--- src/rtl/hazard_ctrl.sv ---
// Hazard and sequencing controller for the 5-stage LEGv8 pipeline: memory-busy hold,
// branch flush and load-use stall, plus saturating stall/flush counters and a hold watchdog.
module hazard_ctrl #(
    parameter int CNT_W    = 32,
    parameter int HOLD_MAX = 15
) (
    input  logic             clk,
    input  logic             reset,
    input  logic [4:0]       id_rn,
    input  logic [4:0]       id_rm,
    input  logic             id_uses_rn,
    input  logic             id_uses_rm,
    input  logic             ex_mem_read,
    input  logic [4:0]       ex_rd,
    input  logic             br_taken,
    input  logic             mem_busy,
    output logic             pc_write,
    output logic             ifid_write,
    output logic             ifid_flush,
    output logic             idex_bubble,
    output logic             exmem_flush,
    output logic             freeze,
    output logic [CNT_W-1:0] stall_cnt,
    output logic [CNT_W-1:0] flush_cnt,
    output logic             hold_timeout
);

    localparam int HL_W = $clog2(HOLD_MAX + 1);
    localparam logic [HL_W-1:0] HOLD_LIMIT = HL_W'(HOLD_MAX);

    typedef enum logic {
        ST_RUN  = 1'b0,
        ST_HOLD = 1'b1
    } state_t;

    state_t            state_q, state_d;
    logic              pending_flush_q, pending_flush_d;
    logic [HL_W-1:0]   hold_len_q, hold_len_d;
    logic [CNT_W-1:0]  stall_cnt_q, stall_cnt_d;
    logic [CNT_W-1:0]  flush_cnt_q, flush_cnt_d;
    logic              hold_timeout_q, hold_timeout_d;

    logic              load_use;
    logic              flush_req;
    logic              stall_inc;
    logic              flush_inc;

    // XZR is never a real destination, so it cannot create a load-use dependency.
    assign load_use = ex_mem_read && (ex_rd != 5'd31) &&
                      ((id_uses_rn && (id_rn == ex_rd)) || (id_uses_rm && (id_rm == ex_rd)));

    // A pending flush only exists while held; it is consumed on the release cycle.
    assign flush_req = br_taken || (pending_flush_q && (state_q == ST_HOLD));

    always_comb begin
        pc_write        = 1'b0;
        ifid_write      = 1'b0;
        ifid_flush      = 1'b0;
        idex_bubble     = 1'b0;
        exmem_flush     = 1'b0;
        freeze          = 1'b0;
        stall_inc       = 1'b0;
        flush_inc       = 1'b0;
        state_d         = ST_RUN;
        pending_flush_d = pending_flush_q;

        if (reset) begin
            pending_flush_d = 1'b0;
        end else if (mem_busy) begin
            freeze    = 1'b1;
            stall_inc = 1'b1;
            state_d   = ST_HOLD;
            if (br_taken) begin
                pending_flush_d = 1'b1;
            end
        end else if (flush_req) begin
            pc_write        = 1'b1;
            ifid_write      = 1'b1;
            ifid_flush      = 1'b1;
            idex_bubble     = 1'b1;
            exmem_flush     = 1'b1;
            flush_inc       = 1'b1;
            pending_flush_d = 1'b0;
        end else if (load_use) begin
            idex_bubble = 1'b1;
            stall_inc   = 1'b1;
        end else begin
            pc_write   = 1'b1;
            ifid_write = 1'b1;
        end

        if (!mem_busy) begin
            hold_len_d = '0;
        end else if (hold_len_q == HOLD_LIMIT) begin
            hold_len_d = hold_len_q;
        end else begin
            hold_len_d = hold_len_q + HL_W'(1);
        end

        hold_timeout_d = hold_timeout_q || (mem_busy && (hold_len_q == HOLD_LIMIT));

        stall_cnt_d = (stall_inc && (stall_cnt_q != '1)) ? stall_cnt_q + CNT_W'(1) : stall_cnt_q;
        flush_cnt_d = (flush_inc && (flush_cnt_q != '1)) ? flush_cnt_q + CNT_W'(1) : flush_cnt_q;
    end

    always_ff @(posedge clk) begin
        if (reset) begin
            state_q         <= ST_RUN;
            pending_flush_q <= 1'b0;
            hold_len_q      <= '0;
            stall_cnt_q     <= '0;
            flush_cnt_q     <= '0;
            hold_timeout_q  <= 1'b0;
        end else begin
            state_q         <= state_d;
            pending_flush_q <= pending_flush_d;
            hold_len_q      <= hold_len_d;
            stall_cnt_q     <= stall_cnt_d;
            flush_cnt_q     <= flush_cnt_d;
            hold_timeout_q  <= hold_timeout_d;
        end
    end

    assign stall_cnt    = stall_cnt_q;
    assign flush_cnt    = flush_cnt_q;
    assign hold_timeout = hold_timeout_q;

endmodule

--- config.mk ---
export PLATFORM = sky130hd
export DESIGN_NAME = hazard_ctrl
export DESIGN_NICKNAME = d
export VERILOG_FILES = /design/src/rtl/hazard_ctrl.sv
export SDC_FILE = /design/constraint.sdc
export NUM_CORES = 1
export LEC_CHECK = 0
export BUFFER_PORTS_ARGS = -buffer_cell sky130_fd_sc_hd__clkbuf_2
export CAP_MARGIN = 20
export CORE_MARGIN = 4
export CORE_UTILIZATION = 53
export DETAILED_ROUTE_END_ITERATION = 6
export HOLD_SLACK_MARGIN = 0.1
export PLACE_DENSITY = 0.84
export SYNTH_ARGS = -nofsm -noshare
export SYNTH_HDL_FRONTEND = slang
export SYNTH_SLANG_ARGS = --single-unit
--- constraint.sdc ---
create_clock -name clk -period 2.86 [get_ports clk]
set_input_delay 0.286 -clock clk [delete_from_list [all_inputs] [get_ports clk]]
set_output_delay 0.286 -clock clk [all_outputs]
set_load 0.005 [all_outputs]
==> flow_summary_export.csv, run 1 <==
group,metric,value,unit
job,drv.max_cap_violation_count,0,
sta,timing_worst_slew_pin_value,0.766,ns
sta,max_transition_margin,48.9,%
global_routing,first_global_vias,3314,
drt,route.detailed.drc,0,
pwr,static-leakage-power,1.69,nW
placement,placedInstanceArea,0.00422,mm²
floorplan,fp.dieArea,0.00843,mm²
pwr,ir_drop,238,µV
status,status,"finished clean",
sta,final-setup-viol-count,0,
pwr,power-per-cell-area,420,mW/mm²
clock_network,h_tree_depth,3,
clock_network,cts.reportedPaths.clkPinSlew,0.07,ns
drt,vias_per_cell,5.67,
global_routing,grt_overflow_total,0,
hold_path,hp-start,"br_taken",
setup_path,timing.critical_path.slowest_stage_cell,"nor4_2",
setup_path,critical_path.reg2reg.endpoint,"stall_cnt[9]",
yosys,yosysUniqueCellTypes,54,
floorplan,die_width,91.8,µm
clock_network,clkLatencyLatePin,0.34,ns
drt,ant_nets,0,
drt,post_drt_wl_per_cell,14.4,µm
hold_path,worstHoldPathCells,3,
floorplan,initial_core_util,54.8,%
placement,detailed_place_hpwl,6590,µm
yosys,synth-edff-count,0,
floorplan,fp.coreArea,0.00679,mm²
clock_network,tritoncts,"yes",
cells_and_area,post_route_core_utilization,64.7,%
sta,period_needed,2.31,ns
yosys,netlist.top_cell.by_area,"dfxtp_1",
drt,num_vias,3572,
cells_and_area,antenna_cells_inserted,0,
setup_path,type_of_origin_of_the_critical_path,"register",
setup_path,crit_chain,"nand4_2, nor4_2, a32oi_4, nand2_4, or3_2, mux2_1",
setup_path,crit_path_end_kind,"register",
cells_and_area,drive_above_1_share,24.9,%
yosys,synth.ff_latch_count,71,
floorplan,rows,30,
setup_path,regToRegStartpoint,"stall_cnt[13]",
placement,place_congestion,0.828,
clock_network,cts.repair_timing.setup_buffer_count,0,
drt,drt-initial-drc-count,166,
hold_path,hold_end,"pending_flush_q",
global_routing,grt_max_degree,77,
global_routing,first_pass_grt_wire_length,15300,µm
sta,setup_tns,0,ns
cells_and_area,fin_nets,557,
clock_network,number_of_buffers_inserted_during_clock_tree_synthesis,9,
cells_and_area,area_delta_synth_final,18.0,%
floorplan,chipHeight,91.8,µm
yosys,yosysTopAreaCellShare,38.2,%
yosys,number_of_instances_in_the_synthesized_netlist,443,
yosys,async_reset_ff_share,0,%
setup_path,worstRegToRegCells,6,
clock_network,cts_max_path_buffers,2,
clock_network,cts_root_buffer,"clkbuf_8",
drt,drt_pass1_iterations,6,
sta,fmax,432,MHz
yosys,synth-main-ff-cell,"dfxtp_1",
clock_network,postCtsResizedCells,0,
cells_and_area,final_area,0.00439,mm²
sta,timing_max_transition_violations_final,0,
setup_path,arrival,2.54,ns
sta,finalCritPeriodShare,80.9,%
setup_path,kind_of_critical_path,"reg2reg",
setup_path,required,3.09,ns
global_routing,global_route_usage_over_all_layers,21.8,%
placement,io_buffers,92,
setup_path,slowest_delay,0.46,ns
yosys,mappedNetlistNets,468,
hold_path,worst_hold_path_type,"in2reg",
drt,wirelength,9070,µm
sta,skew,0.00582,ns
global_routing,antenna_found_initial,0,
sta,unrepaired_setup_endpoints_after_global_routing,"false",
clock_network,clock-sinks,71,
sta,finalHoldViolations,0,
yosys,syn_area,0.00372,mm²
yosys,synth-warning-count,0,
yosys,synth.yosys.seq_area_share,38.2,%
clock_network,number_of_hold_repair_buffers_added_at_the_cts_stage,0,
yosys,ys_top_cells_by_area,"dfxtp_1 (38%), xnor2_1 (6.4%), nor2_1 (5.3%)",
setup_path,worst-path-max-fanout,41,
yosys,synth_area_per_cell,8.41,µm²
setup_path,worst-r2r-setup-slack,0.55,ns
floorplan,boundaryPins,93,
## worst max-delay path: cells and delay by family (launching register included)
kind,cells,cell delay [ns]
AO/OA/AOI/OAI,1,0.23
flip-flops,1,0.44
AND/OR/NAND/NOR,4,1.21
multiplexers,1,0.31
## routing by layer
layer | wire length [µm] | track usage, %
met5 | 0 | 0
met4 | 211 | 8.29
met3 | 558 | 5.33
met2 | 4450 | 36.3
met1 | 3850 | 27.2
## through the flow
step | hold WS (ns) | std cells | setup WS (ns) | total power, mW
final | 0.245 | 630 | 0.546 | 1.84
after global routing | 0.254 | 630 | 0.362 | 1.91
after detailed placement | 0.479 | 617 | 0.488 | 1.14
after global placement | 0.462 | 617 | 0.591 | 1.14
after floorplan | 0.455 | 443 | 0.750 | 1.11
after CTS | 0.242 | 630 | 0.554 | 1.85
## where the power goes
group          internal, mW  total (mW)  switching, mW  leakage [nW]
sequential            0.995        1.00        0.00894         0.573
combinational        0.0452       0.118         0.0728          1.03
clock                 0.370       0.722          0.351        0.0902
## synthesized netlist by cell type, types with 4 or more instances
master    number
or3_1         20
xor2_1         6
and3_1         6
buf_6          4
nand4_1       15
inv_1         13
dfxtp_1       71
xnor2_1       27
nand3_1       26
a21oi_1       34
o31ai_1        9
mux2_1         5
nor2b_1       10
o21ai_0       21
nor2_1        53
or4_1          9
nand2_1       34
clkbuf_1       9
nor3_1        16
## state kept, by name, indices dropped and copies added, names as in the netlist
name,flops
hold_len_q,4
hold_timeout,1
flush_cnt,32
state_q,1
pending_flush_q,1
stall_cnt,32
## kinds of logic (layout without fill, tap and decap cells)
family          after synthesis  after routing  synth area share [%]
compound gates               79             79                  13.5
simple gates                217            217                  32.3
xor+xnor                     33             33                  7.76
fa+ha+maj                     3              3                  1.01
mux                          10             10                  3.16
buf+inv                      30            121                  4.07
flops                        71             71                  38.2
## area by class of cell
class                           instances  area [µm²]
Fill cell                             597        2400
Clock inverter                          1        5.00
Timing Repair Buffer                   95         483
Tap cell                               96         120
Inverter                               13        48.8
Multi-Input combinational cell        342        2150
Clock buffer                           12         165
Sequential cell                        71        1420
## cell usage in the layout, fill, tap and decap left out, drive strengths merged, types with 2 or more instances in the layout
master  Yosys  routed
o211ai      2       2
and3        8       8
nand3      27      27
nor3b       3       3
or3        21      21
nor4        8       8
o31ai       9       9
ha          3       3
nor2       53      53
a21o        2       2
o21ai      21      21
mux2i       2       2
buf         8       3
dfxtp      71      71
or2         3       3
a21oi      35      35
mux2        8       8
nand2b      3       3
xnor2      27      27
a31oi       2       2
inv        13      13
nand4      18      18
nor2b      10      10
xor2        6       6
nand2      36      36
or4         9       9
nor3       16      16
clkbuf      9     104
## worst max path at each step
stage	endpoint	startpoint	cells past startpoint	slack [ns]
floorplan	stall_cnt[17]	stall_cnt[0]	8	0.75
global placement	stall_cnt[9]	ex_rd[1]	7	0.59
detailed placement	stall_cnt[9]	ex_rd[2]	7	0.49
CTS	stall_cnt[9]	stall_cnt[13]	6	0.55
global route	stall_cnt[9]	stall_cnt[0]	7	0.36
finish	stall_cnt[9]	stall_cnt[13]	6	0.55
(Power assumes the default switching activity.)
==> run 2, diff against run 1 <==
CORE_UTILIZATION = 48   (was 53)
PLACE_DENSITY = 0.8   (was 0.84)
clock period = 1.95 ns   (was 2.86 ns; I/O delays follow)
==> run 2 against run 1 <==
- the run now ends with setup timing left
- sequential power grew 47%
- via count grew 15%
- cell count grew 14%
- sequential share of layout area shrank 5.3 points
- critical endpoint is now stall_cnt[11]
- largest cell class unchanged
- largest power group unchanged
==> flow_summary_export.csv, run 2 (synthesized netlist as in run 1, its figures left out) <==
group,metric,value,unit
pwr,static-leakage-power,2.21,nW
hold_path,hp-start,"br_taken",
cells_and_area,fin_nets,641,
clock_network,cts_max_path_buffers,2,
floorplan,fp.coreArea,0.00741,mm²
setup_path,worstRegToRegCells,8,
clock_network,cts_root_buffer,"clkbuf_8",
global_routing,first_global_vias,3802,
pwr,combPwrFrac,8.0,%
pwr,power.net_switching,704,µW
job,drv.max_cap_violation_count,0,
sta,timing_max_transition_violations_final,0,
cells_and_area,post_route_core_utilization,71.6,%
pwr,power.switching_fraction,24.4,%
setup_path,kind_of_critical_path,"reg2reg",
floorplan,boundaryPins,93,
drt,drt_pass1_iterations,5,
global_routing,grt_max_degree,77,
placement,dp_worst_setup_slack,-0.0322,ns
clock_network,number_of_hold_repair_buffers_added_at_the_cts_stage,0,
pwr,clkPwrFrac,41.1,%
setup_path,type_of_origin_of_the_critical_path,"register",
clock_network,cts.reportedPaths.clkPinSlew,0.07,ns
pwr,power,2.89,mW
floorplan,chipHeight,96.1,µm
drt,ant_nets,0,
status,status,"finished, violations left",
clock_network,tritoncts,"yes",
setup_path,arrival,2.31,ns
global_routing,grt_overflow_total,0,
sta,finalCritPeriodShare,104,%
status,violations,"setup timing",
placement,placedInstanceArea,0.00478,mm²
drt,drt-initial-drc-count,221,
pwr,ir_drop,400,µV
global_routing,first_pass_grt_wire_length,17100,µm
floorplan,initial_core_util,50.3,%
setup_path,worst-r2r-setup-slack,-0.08,ns
sta,skew,0.00944,ns
cells_and_area,drive_above_1_share,41.5,%
sta,max_transition_margin,45.9,%
clock_network,h_tree_depth,3,
sta,period_needed,2.03,ns
cells_and_area,final_area,0.00530,mm²
setup_path,required,2.23,ns
cells_and_area,antenna_cells_inserted,0,
sta,final-setup-viol-count,11,
floorplan,die_width,96.1,µm
setup_path,critical_path.reg2reg.endpoint,"stall_cnt[11]",
drt,vias_per_cell,5.73,
sta,finalHoldViolations,0,
setup_path,crit_path_end_kind,"register",
floorplan,fp.dieArea,0.00923,mm²
cells_and_area,most-common-layout-cells,"clkbuf_2 (92), buf_4 (82), dfxtp_1 (64), nor2_1 (51), nand2_1 (32)",
pwr,p_seq_share,50.9,%
hold_path,worstHoldPathCells,3,
cells_and_area,area_delta_synth_final,42.4,%
sta,setup_tns,-0.331,ns
hold_path,hold_end,"pending_flush_q",
global_routing,antenna_found_initial,0,
drt,post_drt_wl_per_cell,16.1,µm
placement,place_congestion,0.844,
sta,unrepaired_setup_endpoints_after_global_routing,"true",
drt,wirelength,11600,µm
sta,timing_worst_slew_pin_value,0.811,ns
sta,fin_ws,-0.0776,ns
global_routing,global_route_usage_over_all_layers,23.2,%
clock_network,clkLatencyLatePin,0.36,ns
setup_path,worst-path-max-fanout,14,
drt,route.detailed.drc,0,
setup_path,worstSetupStartpoint,"state_q",
placement,io_buffers,92,
clock_network,clock-sinks,71,
placement,detailed_place_hpwl,7510,µm
hold_path,worst_hold_path_type,"in2reg",
floorplan,rows,31,
pwr,internal_power,2.18,mW
setup_path,regToRegStartpoint,"state_q",
clock_network,number_of_buffers_inserted_during_clock_tree_synthesis,9,
sta,fmax,493,MHz
drt,num_vias,4123,
pwr,power-per-cell-area,545,mW/mm²
cells_and_area,mostFrequentLayoutCell,"clkbuf_2",
-- run 2: changes by cell type in the layout (fill, tap and decap cells not counted), moves of 5 or more --
cell     change
nor3_2       +5
buf_4       +79
dfxtp_2      +6
dfxtp_1      -7
nor3_1       -5
-- run 2: how the worst max path moves through the flow --
stage	cells past startpoint	to	slack, ns
after floorplan	7	stall_cnt[9]	0.003
after global placement	7	stall_cnt[9]	0.01
after detailed placement	6	flush_cnt[15]	-0.03
after CTS	6	stall_cnt[29]	-0.03
after global routing	8	stall_cnt[11]	-0.15
final	8	stall_cnt[11]	-0.08
-- run 2: timing repair --
action,4_1_cts,5_1_grt
setup buffers,4,9
gates resized for setup,7,46
pin swaps,4,14
endpoints found under the setup margin,20,50
cloned,0,1
-- run 2: final cells by class --
cell class / count / area, µm²
Sequential cell: 71 / 1430
Tap cell: 99 / 124
Multi-Input combinational cell: 343 / 2380
Clock inverter: 3 / 42.5
Fill cell: 546 / 2110
Timing Repair Buffer: 178 / 1130
Clock buffer: 13 / 149
Inverter: 13 / 48.8
-- run 2: metal layers --
metal	vias to the layer above	wire length (µm)	GRT usage (%)
met5	-	0	0
met4	0	361	10.9
met3	46	861	5.24
met2	205	5770	38.3
met1	1935	4580	28.6
li1	1937	-	-
-- run 2: power by group through the flow --
stage               combinational [mW]  clock (mW)  sequential (mW)
global route                     0.249        1.26             1.47
detailed placement               0.217           0             1.50
CTS                              0.221        1.20             1.47
global placement                 0.208           0             1.50
floorplan                        0.125           0             1.51
finish                           0.231        1.19             1.47
-- run 2: critical path, cell delays in order, from the launching register on --
cell,delay [ns]
dfxtp_2,0.34
a21oi_4,0.15
o211ai_1,0.21
a32oi_4,0.29
nand2_4,0.13
buf_12,0.17
buf_4,0.14
or3_1,0.38
a21oi_1,0.15
-- run 2: through the flow --
step                hold slack [ns]  std cells
CTS                           0.135        710
finish                        0.136        720
global route                  0.169        720
floorplan                     0.364        443
detailed placement            0.488        690
global placement              0.478        690
==> run 3, diff against run 2 <==
CTS_BUF_LIST = sky130_fd_sc_hd__clkbuf_16   (was unset)
HOLD_SLACK_MARGIN = unset   (was 0.1)
==> run 3 against run 2 <==
- the run still ends with setup timing left
- via count rose by 0.73%
- core utilization rose by 2.1 points
- non-clock buffer count stayed put
- highest routed layer unchanged
==> flow_summary_export.csv, run 3 (synthesized netlist as in run 1, its figures left out) <==
group,metric,value,unit
global_routing,first_pass_grt_wire_length,17400,µm
cells_and_area,antenna_cells_inserted,0,
placement,io_buffers,92,
global_routing,global_route_usage_over_all_layers,23.9,%
sta,timing_max_transition_violations_final,0,
clock_network,number_of_buffers_inserted_during_clock_tree_synthesis,9,
floorplan,fp.coreArea,0.00741,mm²
cells_and_area,mostFrequentLayoutCell,"clkbuf_2",
sta,final-setup-viol-count,8,
sta,max_transition_margin,45.1,%
clock_network,cts_max_path_buffers,2,
setup_path,timing.critical_path.slowest_stage_cell,"dfxtp_2",
global_routing,first_global_vias,3884,
setup_path,crit_chain,"and3_4, and3_2, nor3b_4, nand2_2, buf_4, o31ai_1, a21oi_1",
clock_network,cts.reportedPaths.clkPinSlew,0.06,ns
setup_path,kind_of_critical_path,"reg2reg",
cells_and_area,fin_nets,642,
pwr,combPwrFrac,7.5,%
pwr,power-per-cell-area,603,mW/mm²
clock_network,clkLatencyLatePin,0.34,ns
drt,drt_pass1_iterations,4,
hold_path,worst_hold_path_type,"in2reg",
sta,period_needed,2.03,ns
pwr,p_seq_share,44.7,%
global_routing,grt_overflow_total,0,
pwr,power.net_switching,750,µW
sta,skew,0.00766,ns
clock_network,h_tree_depth,3,
setup_path,type_of_origin_of_the_critical_path,"register",
cells_and_area,drive_above_1_share,42.8,%
setup_path,worst-path-max-fanout,7,
status,status,"finished, violations left",
sta,fmax,492,MHz
global_routing,antenna_found_initial,0,
cells_and_area,most-common-layout-cells,"clkbuf_2 (92), buf_4 (83), dfxtp_1 (65), nor2_1 (52), nand2_1 (31)",
floorplan,die_width,96.1,µm
drt,post_drt_wl_per_cell,16.3,µm
pwr,clkPwrFrac,47.8,%
placement,numPlacedInstances,690,
pwr,internal_power,2.54,mW
sta,whs,0.167,ns
setup_path,path_delay_family,"simple AND/OR/NAND/NOR gates",
cells_and_area,layoutNonFillerInstCount,721,
placement,placedInstanceArea,0.00478,mm²
job,drv.max_cap_violation_count,0,
sta,fin_ws,-0.0810,ns
floorplan,boundaryPins,93,
setup_path,required,2.13,ns
drt,drt-initial-drc-count,250,
placement,dp_worst_setup_slack,-0.0322,ns
setup_path,cp.buffers_inverters,1,
sta,finalCritPeriodShare,104,%
pwr,ir_drop,457,µV
setup_path,crit_path_end_kind,"register",
sta,unrepaired_setup_endpoints_after_global_routing,"true",
cells_and_area,area_delta_synth_final,46.5,%
clock_network,cts_root_buffer,"clkbuf_16",
floorplan,chipHeight,96.1,µm
sta,timing_worst_slew_pin_value,0.824,ns
pwr,static-leakage-power,2.28,nW
clock_network,tritoncts,"yes",
floorplan,initial_core_util,50.3,%
setup_path,worst-r2r-setup-slack,-0.08,ns
global_routing,grt_max_degree,77,
clock_network,clock-sinks,71,
drt,ant_nets,0,
status,violations,"setup timing",
drt,wirelength,11800,µm
cells_and_area,final_area,0.00546,mm²
floorplan,fp.dieArea,0.00923,mm²
floorplan,rows,31,
sta,setup_tns,-0.263,ns
drt,route.detailed.drc,0,
placement,detailed_place_hpwl,7510,µm
setup_path,slowest_delay,0.36,ns
placement,place_congestion,0.844,
drt,num_vias,4153,
drt,vias_per_cell,5.76,
pwr,power.switching_fraction,22.8,%
setup_path,arrival,2.22,ns
sta,finalHoldViolations,0,
run 3: cell count changes in the layout (fill, tap and decap cells not counted), moves of 2 or more:
cell	delta
clkbuf_8	-10
clkbuf_16	+9
nor3_1	-4
clkbuf_1	-3
nand2_2	+3
nor3_2	+3
buf_6	-2
inv_1	+2
nand2_4	-2
run 3: power groups by stage:
stage	clock network [mW]	registers (mW)	logic (mW)
5_1_grt	1.65	1.47	0.265
4_1_cts	1.60	1.47	0.237
3_5_place_dp	0	1.50	0.217
3_3_place_gp	0	1.50	0.208
6_report	1.57	1.47	0.247
2_1_floorplan	0	1.51	0.125
run 3: area by class of cell:
type / count / area (µm²)
clock buffers: 9 / 225
repair buffers: 178 / 1150
multi-input cells: 344 / 2420
fillers: 519 / 1950
well taps: 99 / 124
inverters: 13 / 48.8
flip-flops and latches: 71 / 1430
clock inverters: 7 / 57.6
run 3: final timing paths:
| path | startpoint | end | depth (start not counted) |
|---|---|---|---|
| hold / removal | br_taken | pending_flush_q | 3 |
| hold reg to reg | hold_timeout | hold_timeout | 2 |
| setup reg to reg | stall_cnt[3] | stall_cnt[23] | 7 |
| setup / recovery | stall_cnt[3] | stall_cnt[23] | 7 |
run 3: tightest hold or removal path, stage by stage:
cell and delay (ns):
clkbuf_2 0.12, nor2_1 0.09, nor3_1 0.05
run 3: per-layer routing:
layer / wire length, µm / vias up / share of wire (%) / global-route usage [%]
met2: 6100 / 190 / 52 / 40.8
li1: - / 1936 / - / -
met5: 0 / - / 0 / 0
met1: 4470 / 1990 / 38 / 28.0
met3: 880 / 37 / 7.5 / 4.61
met4: 314 / 0 / 2.7 / 12.9
run 3: per-stage QoR:
step	total power, mW	util [%]
floorplan	1.63	-
global placement	1.71	64.5
detailed placement	1.72	64.5
CTS	3.31	69.8
global route	3.39	73.6
finish	3.29	73.6
run 3: timing repair:
action | CTS | global route
cloned | 1 | 2
resized for setup | 8 | 49
buffers inserted | 6 | 6
hold buffers | 0 | 0
setup endpoints to repair | 18 | 54
endpoints found under the hold margin | 0 | 0
pin swaps | 3 | 12
